**config.mk**
```make
export PLATFORM = sky130hd
export DESIGN_NAME = logisim_tick_clock
export DESIGN_NICKNAME = d
export VERILOG_FILES = /design/src/rtl/logisim_clock_pkg.sv /design/src/rtl/logisim_tick_watchdog.sv /design/src/rtl/logisim_tick_clock.sv
export SDC_FILE = /design/constraint.sdc
export NUM_CORES = 1
export LEC_CHECK = 0
export CAP_MARGIN = 15
export CORE_MARGIN = 2
export CORE_UTILIZATION = 25
export DETAILED_ROUTE_END_ITERATION = 10
export GPL_TIMING_DRIVEN = 0
export PLACE_DENSITY = 0.43
export SLEW_MARGIN = 20
export SYNTH_ARGS = -nofsm -noshare
export SYNTH_HDL_FRONTEND = slang
export SYNTH_SLANG_ARGS = --single-unit
```
**constraint.sdc**
```tcl
create_clock -name FPGAClock -period 3.33 [get_ports FPGAClock]
set_input_delay 0.999 -clock FPGAClock [delete_from_list [all_inputs] [get_ports FPGAClock]]
set_output_delay 0.999 -clock FPGAClock [all_outputs]
set_load 0.01 [all_outputs]
```
**src/rtl/logisim_clock_pkg.sv**
```systemverilog
// Shared state encoding and helpers for the tick-driven simulated-circuit clock.
package logisim_clock_pkg;

    typedef enum logic [2:0] {
        ST_IDLE      = 3'd0,
        ST_RUN_HIGH  = 3'd1,
        ST_RUN_LOW   = 3'd2,
        ST_STEP_HIGH = 3'd3,
        ST_STEP_LOW  = 3'd4,
        ST_STEP_DONE = 3'd5
    } clk_state_e;

    // States in which a missing tick stream stalls the simulated clock.
    function automatic logic wd_active(input clk_state_e s);
        return (s != ST_IDLE) && (s != ST_STEP_DONE);
    endfunction

endpackage

```
**src/rtl/logisim_tick_watchdog.sv**
```systemverilog
// Sticky tick-loss detector: flags WatchdogCycles consecutive tick-less active cycles.
module logisim_tick_watchdog #(
    parameter int WatchdogCycles = 1024
) (
    input  logic i_clk,
    input  logic i_rst_n,
    input  logic i_active,
    input  logic i_tick,
    output logic o_timeout
);

    localparam int CW = $clog2(WatchdogCycles + 1);
    localparam logic [CW-1:0] LIMIT   = CW'(WatchdogCycles - 1);
    localparam logic [CW-1:0] CNT_ONE = CW'(1);

    logic [CW-1:0] r_gap_cnt;
    logic          r_timeout;

    always_ff @(posedge i_clk or negedge i_rst_n) begin
        if (!i_rst_n) begin
            r_gap_cnt <= '0;
            r_timeout <= 1'b0;
        end else if (!i_active || i_tick) begin
            r_gap_cnt <= '0;
        end else if (r_gap_cnt == LIMIT) begin
            r_timeout <= 1'b1;
        end else begin
            r_gap_cnt <= r_gap_cnt + CNT_ONE;
        end
    end

    assign o_timeout = r_timeout;

endmodule

```
**src/rtl/logisim_tick_clock.sv**
```systemverilog
// Tick-driven simulated-circuit clock with free-run and four-phase single-step modes.
// Optional tick-loss watchdog is built only when TICK_WATCHDOG_EN is defined.
module logisim_tick_clock
    import logisim_clock_pkg::*;
#(
    parameter int NrOfBits       = 8,
    parameter int HighTicks      = 1,
    parameter int LowTicks       = 1,
    parameter int WatchdogCycles = 1024
) (
    input  logic FPGAClock,
    input  logic FPGAReset_n,
    input  logic FPGATick,
    input  logic Run,
    input  logic StepReq,
    output logic StepAck,
    output logic ClockBus,
    output logic ClockTick,
    output logic TickTimeout
);

    localparam logic [NrOfBits-1:0] HIGH_LOAD = NrOfBits'(HighTicks - 1);
    localparam logic [NrOfBits-1:0] LOW_LOAD  = NrOfBits'(LowTicks - 1);
    localparam logic [NrOfBits-1:0] CNT_ONE   = NrOfBits'(1);

    generate
        if (NrOfBits < 1 || HighTicks < 1 || LowTicks < 1 || WatchdogCycles < 1) begin : g_bad_param
            $error("logisim_tick_clock: all parameters must be >= 1");
        end
    endgenerate

    clk_state_e          r_state;
    logic [NrOfBits-1:0] r_cnt;
    logic                r_clock_bus;
    logic                r_clock_tick;
    logic                r_step_ack;
    logic                w_cnt_zero;

    assign w_cnt_zero = (r_cnt == '0);

    // Every entry into a high state comes from a low state, so the edge pulse
    // is raised together with the bus and cleared by default the next cycle.
    always_ff @(posedge FPGAClock or negedge FPGAReset_n) begin
        if (!FPGAReset_n) begin
            r_state      <= ST_IDLE;
            r_cnt        <= '0;
            r_clock_bus  <= 1'b0;
            r_clock_tick <= 1'b0;
            r_step_ack   <= 1'b0;
        end else begin
            r_clock_tick <= 1'b0;
            case (r_state)
                ST_IDLE: begin
                    if (FPGATick) begin
                        if (Run) begin
                            r_state      <= ST_RUN_HIGH;
                            r_cnt        <= HIGH_LOAD;
                            r_clock_bus  <= 1'b1;
                            r_clock_tick <= 1'b1;
                        end else if (StepReq && !r_step_ack) begin
                            r_state      <= ST_STEP_HIGH;
                            r_cnt        <= HIGH_LOAD;
                            r_clock_bus  <= 1'b1;
                            r_clock_tick <= 1'b1;
                        end
                    end
                end
                ST_RUN_HIGH: begin
                    if (FPGATick) begin
                        if (w_cnt_zero) begin
                            r_state     <= ST_RUN_LOW;
                            r_cnt       <= LOW_LOAD;
                            r_clock_bus <= 1'b0;
                        end else begin
                            r_cnt <= r_cnt - CNT_ONE;
                        end
                    end
                end
                ST_RUN_LOW: begin
                    if (FPGATick) begin
                        if (w_cnt_zero) begin
                            if (Run) begin
                                r_state      <= ST_RUN_HIGH;
                                r_cnt        <= HIGH_LOAD;
                                r_clock_bus  <= 1'b1;
                                r_clock_tick <= 1'b1;
                            end else begin
                                r_state <= ST_IDLE;
                                r_cnt   <= '0;
                            end
                        end else begin
                            r_cnt <= r_cnt - CNT_ONE;
                        end
                    end
                end
                ST_STEP_HIGH: begin
                    if (FPGATick) begin
                        if (w_cnt_zero) begin
                            r_state     <= ST_STEP_LOW;
                            r_cnt       <= LOW_LOAD;
                            r_clock_bus <= 1'b0;
                        end else begin
                            r_cnt <= r_cnt - CNT_ONE;
                        end
                    end
                end
                ST_STEP_LOW: begin
                    if (FPGATick) begin
                        if (w_cnt_zero) begin
                            r_state    <= ST_STEP_DONE;
                            r_cnt      <= '0;
                            r_step_ack <= 1'b1;
                        end else begin
                            r_cnt <= r_cnt - CNT_ONE;
                        end
                    end
                end
                ST_STEP_DONE: begin
                    // Handshake release is not tick-qualified.
                    if (!StepReq) begin
                        r_state    <= ST_IDLE;
                        r_step_ack <= 1'b0;
                    end
                end
                default: begin
                    r_state     <= ST_IDLE;
                    r_cnt       <= '0;
                    r_clock_bus <= 1'b0;
                    r_step_ack  <= 1'b0;
                end
            endcase
        end
    end

    assign ClockBus  = r_clock_bus;
    assign ClockTick = r_clock_tick;
    assign StepAck   = r_step_ack;

`ifdef TICK_WATCHDOG_EN
    logic w_wd_active;

    assign w_wd_active = wd_active(r_state);

    logisim_tick_watchdog #(
        .WatchdogCycles(WatchdogCycles)
    ) u_watchdog (
        .i_clk    (FPGAClock),
        .i_rst_n  (FPGAReset_n),
        .i_active (w_wd_active),
        .i_tick   (FPGATick),
        .o_timeout(TickTimeout)
    );
`else
    assign TickTimeout = 1'b0;
`endif

endmodule

```
# ---- Word level (Yosys, flattened, before mapping)
# Cells that the tools add are included.
dict set report word_totals {
  regBits 14
  input_bits 5
  output_inout_bits 4
  elab_cells 81
}
dict set report classes {
  add_sub_neg 1
  eq_ne 20
  n_mux 40
  n_bitwise 3
  reduce_logical 12
}
# op n
set ops {}
lappend ops {{$mux W8} 5}
lappend ops {{$mux W3} 12}
lappend ops {{$pmux W8 S3} 1}
lappend ops {{$ne A2 B2 Y1 const B} 11}
lappend ops {{$mux W1} 18}
lappend ops {{$pmux W3 S6} 1}
lappend ops {{$reduce_and A11 Y1} 1}
lappend ops {{$logic_not A8 Y1} 1}
lappend ops {{$reduce_and A4 Y1} 2}
lappend ops {{$reduce_and A8 Y1} 1}
lappend ops {{$reduce_or A4 Y1} 2}
lappend ops {{$sub A8 B1 Y8 const B} 1}
lappend ops {{$eq A3 B2 Y1 const B} 2}
lappend ops {{$eq A3 B3 Y1 const B} 2}
lappend ops {{$ne A2 B1 Y1 const B} 3}
lappend ops {{$pmux W1 S4} 1}
lappend ops {{$reduce_or A2 Y1} 2}
lappend ops {{$eq A3 B1 Y1 const B} 1}
lappend ops {{$logic_not A3 Y1} 1}
lappend ops {{$ne A3 B3 Y1 const B} 1}
lappend ops {{$not A1 Y1} 3}
lappend ops {{$pmux W1 S3} 1}
lappend ops {{$pmux W1 S2} 1}
lappend ops {{$logic_and A1 B1 Y1} 1}
lappend ops {{$logic_not A1 Y1} 1}

# ---- Logic depth before layout (Yosys ltp)
dict set report depth {
  word_depth 6
  mapped_depth 6
  mapped_depth_nobuf 6
}

# ---- Worst setup path after synthesis
# No wires, ideal clock.
dict set report synth_timing {
  kind {in2reg}
  startpoint {in StepReq}
  endpoint {reg r_cnt[1]}
  setup_ns 0.125
  arrival_time_ns 2.030
  setup_slack_ns 1.176
  stages 4
  cell_sequence {nand2b_1 > a31oi_1 > or2_1 > mux2_2}
}
dict set report synth_between {
  elab_chain_cells 3
}
# element line_no
set synth_rtl {}
lappend synth_rtl {{start, declared} logisim_tick_clock.sv:15} ;# input logic StepReq,
lappend synth_rtl {{$logic_and A1 B1 Y1} logisim_tick_clock.sv:60} ;# end else if (StepReq && !r_step_ack) begin
lappend synth_rtl {{$ne A3 B3 Y1 (no source line)} -}
lappend synth_rtl {{$reduce_and A4 Y1 (no source line)} -}
lappend synth_rtl {{end signal, assigned} logisim_tick_clock.sv:75} ;# r_cnt <= r_cnt - CNT_ONE;
lappend synth_rtl {{end signal, assigned} logisim_tick_clock.sv:92} ;# r_cnt <= r_cnt - CNT_ONE;
lappend synth_rtl {{end signal, assigned} logisim_tick_clock.sv:103} ;# r_cnt <= r_cnt - CNT_ONE;
lappend synth_rtl {{end, declared} logisim_tick_clock.sv:33} ;# logic [NrOfBits-1:0] r_cnt;
# No other way between the ends.
# A chain may end at the register's enable or synchronous reset.

# ---- Worst setup path after layout
dict set report layout_timing {
  startpoint {in FPGATick}
  endpoint {reg r_cnt[1]}
}
dict set report layout_between {
  elab_chain_cells 2
}
# element line_no
set layout_rtl {}
lappend layout_rtl {{start, declared} logisim_tick_clock.sv:13} ;# input logic FPGATick,
lappend layout_rtl {{$ne A2 B1 Y1 (no source line) / $ne A2 B2 Y1 (equally long branches)} -}
lappend layout_rtl {{$reduce_and A4 Y1 (no source line) (*)} -}
# Mark *: on every way between the ends. The rest lies on a longest branch, timed or not.

==> results.py <==
metrics = {
    "clock_tree": {
        "holdBufCountCts": 0,
        "cts-htree-levels": 1,
        "clock_latency_ns": 0.28,
        "cts_tree": "yes",
        "cts.sinks": 14,
        "numCtsBuffers": 3,
        "clock-root-buffer": "clkbuf_4",
        "clk_pin_slew_ns": 0.09,
        "cts_resized": 0,
        "postCtsSetupBuffers": 0,
        "clockBufferDepth": 2,
    },
    "setup_path": {
        "regToRegSetupSlack_ns": 1.21,
        "r2r-end": "r_cnt[4]",
        "worstPathArrival_ns": 2.85,
        "cp-end-kind": "flop",
        "timing.rr.start": "r_cnt[0]",
        "worstSetupPathType": "primary input to flop",
        "cp_max_fo": 8,
        "worst_ep_required_time_ns": 3.50,
        "start_kind": "primary input",
        "r2r_cells": 6,
    },
    "sta": {
        "final.setup_skew_ns": 0.00373,
        "fin_crit_ns": 2.68,
        "max_freq_ghz": 0.373,
        "grt_setup_unrepaired": "no",
        "drv_slew": 0,
        "hold_viol": 0,
        "hold_slack_ns": 0.503,
        "finalWorstSetupSlack_ns": 0.646,
        "post-route-period-util_pct": 80.6,
        "slew_headroom_pct": 53.4,
        "setup_viol": 0,
        "tightestPinTransition_ns": 0.695,
        "tns_ns": 0,
    },
    "synthesis": {
        "synth_xor_area_share_pct": 0,
        "ys_seq_elements": 14,
        "ys_seq_area_share_pct": 39.4,
        "synth.distinct_cells": 42,
        "syn-mean-instance-area_sq_um": 9.66,
        "muxShareOfSynthArea_pct": 3.66,
        "synth_top_family_by_area": "compound AO/OA/AOI/OAI gates",
        "synthCells": 92,
        "yosysWarningCount": 0,
        "synth-compound-area-share_pct": 27.7,
        "synthesis.area_sq_um": 888,
        "yosys.area_share.simple_pct": 21.1,
        "synth_fa_ha_area_share_pct": 2.82,
        "synth_nets": 99,
    },
    "flow_run": {
        "drv_cap": 0,
    },
    "drt": {
        "drc": 0,
        "drt_first_pass_iters": 4,
        "detail-route-antenna-nets": 0,
        "wirelength_um": 1910,
        "avgViaCountPerCell": 4.91,
        "wire_per_inst_um": 12.8,
        "vias": 732,
        "dr.first_iter.drc_count": 40,
    },
    "finish": {
        "final_area_sq_um": 1050,
        "layout_common_cells": "dfrtp_1, clkdlybuf4s50_1, inv_1, nand2b_1, o2bb2ai_1",
        "finish.utilization_pct": 31.3,
        "drive_above_1_share_pct": 12.6,
        "layout_commonest_cell": "dfrtp_1",
        "finalNonFillerCells": 149,
        "nets": 111,
        "area_growth_pct": 18.5,
        "antennaDiodeCount": 0,
    },
    "power_and_ir_drop": {
        "power.total_uw": 915,
        "powerDensity_nw_per_um2": 870,
        "leakage_nw": 0.424,
        "max-vdd-ir-drop_uv": 359,
    },
    "global_route": {
        "grt_pass1_vias": 707,
        "use_met1_pct": 15.5,
        "use_met3_pct": 3.75,
        "grt_max_degree": 15,
        "grt_pass1_wl_um": 3540,
        "overflow": 0,
        "met2_usage_pct": 16.3,
        "busiest_layer": "met2",
        "grt.total_usage_pct": 11.0,
        "antenna_found_initial": 0,
    },
    "floorplan": {
        "dieWidth_um": 63.6,
        "die_h_um": 63.6,
        "initial_core_util_pct": 26.4,
        "ioPinCount": 9,
        "row_count": 21,
        "die_area_sq_um": 4050,
        "core_sq_um": 3360,
    },
    "worst_hold_path": {
        "hold_depth": 1,
        "worstHoldStart": "ClockBus",
        "holdCritPathClass": "flop to flop",
        "hold-path-endpoint": "ClockBus",
    },
    "status": {
        "status": "complete, no violations",
    },
    "place": {
        "gp_congestion": 0.774,
        "dp_cells": 145,
        "place_area_sq_um": 1020,
        "hpwl_um": 1420,
        "place.port_buffers": 7,
        "pre_cts_ws_ns": 0.385,
    },
}
==> sequential cells by signal, summed over array words and instances (netlist names) <==
name and count:
r_cnt 8, r_state 3, StepAck 1, ClockTick 1
ClockBus 1
==> synthesized netlist by cell type <==
library cell / n / area share [%]
a211oi_2: 1 / 1.4
a21o_1: 1 / 0.85
o21ai_0: 2 / 1.1
nand3_1: 2 / 1.1
o211ai_1: 1 / 0.85
nand3b_1: 1 / 0.85
dfrtp_1: 14 / 39
o2bb2ai_1: 6 / 5.9
mux2_2: 2 / 2.5
o211a_1: 1 / 1.1
ha_1: 2 / 2.8
a32o_1: 2 / 2.3
nor3b_1: 2 / 1.7
nand2_1: 3 / 1.3
o31a_1: 1 / 0.99
or3_1: 3 / 2.1
a22oi_1: 1 / 0.85
nor2_1: 4 / 1.7
or4b_4: 1 / 1.5
nor2b_1: 2 / 1.4
nor4_1: 1 / 0.70
or4_1: 1 / 0.85
conb_1: 1 / 0.42
clkbuf_1: 2 / 0.85
o22ai_1: 5 / 3.5
a22o_1: 1 / 0.99
a21oi_2: 1 / 0.99
inv_1: 6 / 2.5
a31o_1: 1 / 0.99
or2_1: 1 / 0.70
mux2i_1: 1 / 1.1
a2bb2oi_1: 1 / 0.99
nor3_1: 4 / 2.3
buf_4: 1 / 0.85
o311ai_0: 1 / 0.99
buf_2: 1 / 0.56
a21oi_1: 1 / 0.56
a31oi_1: 1 / 0.70
a221oi_2: 1 / 1.7
a31o_2: 1 / 0.99
nand4_1: 1 / 0.70
nand2b_1: 6 / 4.2
==> layout make-up <==
| type | instances | area, sq um |
|---|---|---|
| Fill cell | 374 | 2310 |
| Buffer | 4 | 20.0 |
| Sequential cell | 14 | 350 |
| Multi-Input combinational cell | 68 | 495 |
| Inverter | 6 | 22.5 |
| Timing Repair Buffer | 7 | 70.1 |
| Tap cell | 46 | 57.6 |
| Clock buffer | 4 | 36.3 |
==> cells by family (layout without fill, tap and decap cells) <==
group                      after synthesis  after routing
and+or+nand+nor                         32             32
AOI/OAI and AO/OA                       30             30
DFF                                     14             14
buffers and inverters                   10             21
muxes                                    3              3
adders and majority gates                2              2
other                                    1              1
==> routing by layer <==
layer | wire length [um] | up-vias
met2 | 834 | 8
met4 | 16 | 0
met5 | 0 | -
met1 | 995 | 350
li1 | - | 372
met3 | 63 | 2
==> report_power, final <==
group | switching [mW] | total [mW] | internal, mW
Combinational | 0.271 | 0.508 | 0.237
Clock | 0.0567 | 0.123 | 0.0665
Sequential | 0.0528 | 0.284 | 0.232
Total | 0.381 | 0.915 | 0.535
==> how the worst max path moves through the flow <==
stage	start	to	slack [ns]
floorplan	StepReq	r_cnt[1]	1.18
global placement	FPGATick	r_cnt[0]	0.38
detailed placement	FPGATick	r_cnt[7]	0.39
CTS	FPGATick	r_cnt[1]	0.69
global route	FPGATick	r_cnt[2]	0.54
finish	FPGATick	r_cnt[1]	0.65
==> critical path, stage by stage <==
cell	delay, ns
clkdlybuf4s50_1	0.56
nand2b_1	0.11
a31oi_1	0.54
or2_1	0.29
mux2_2	0.35
(Power assumes the default switching activity.)
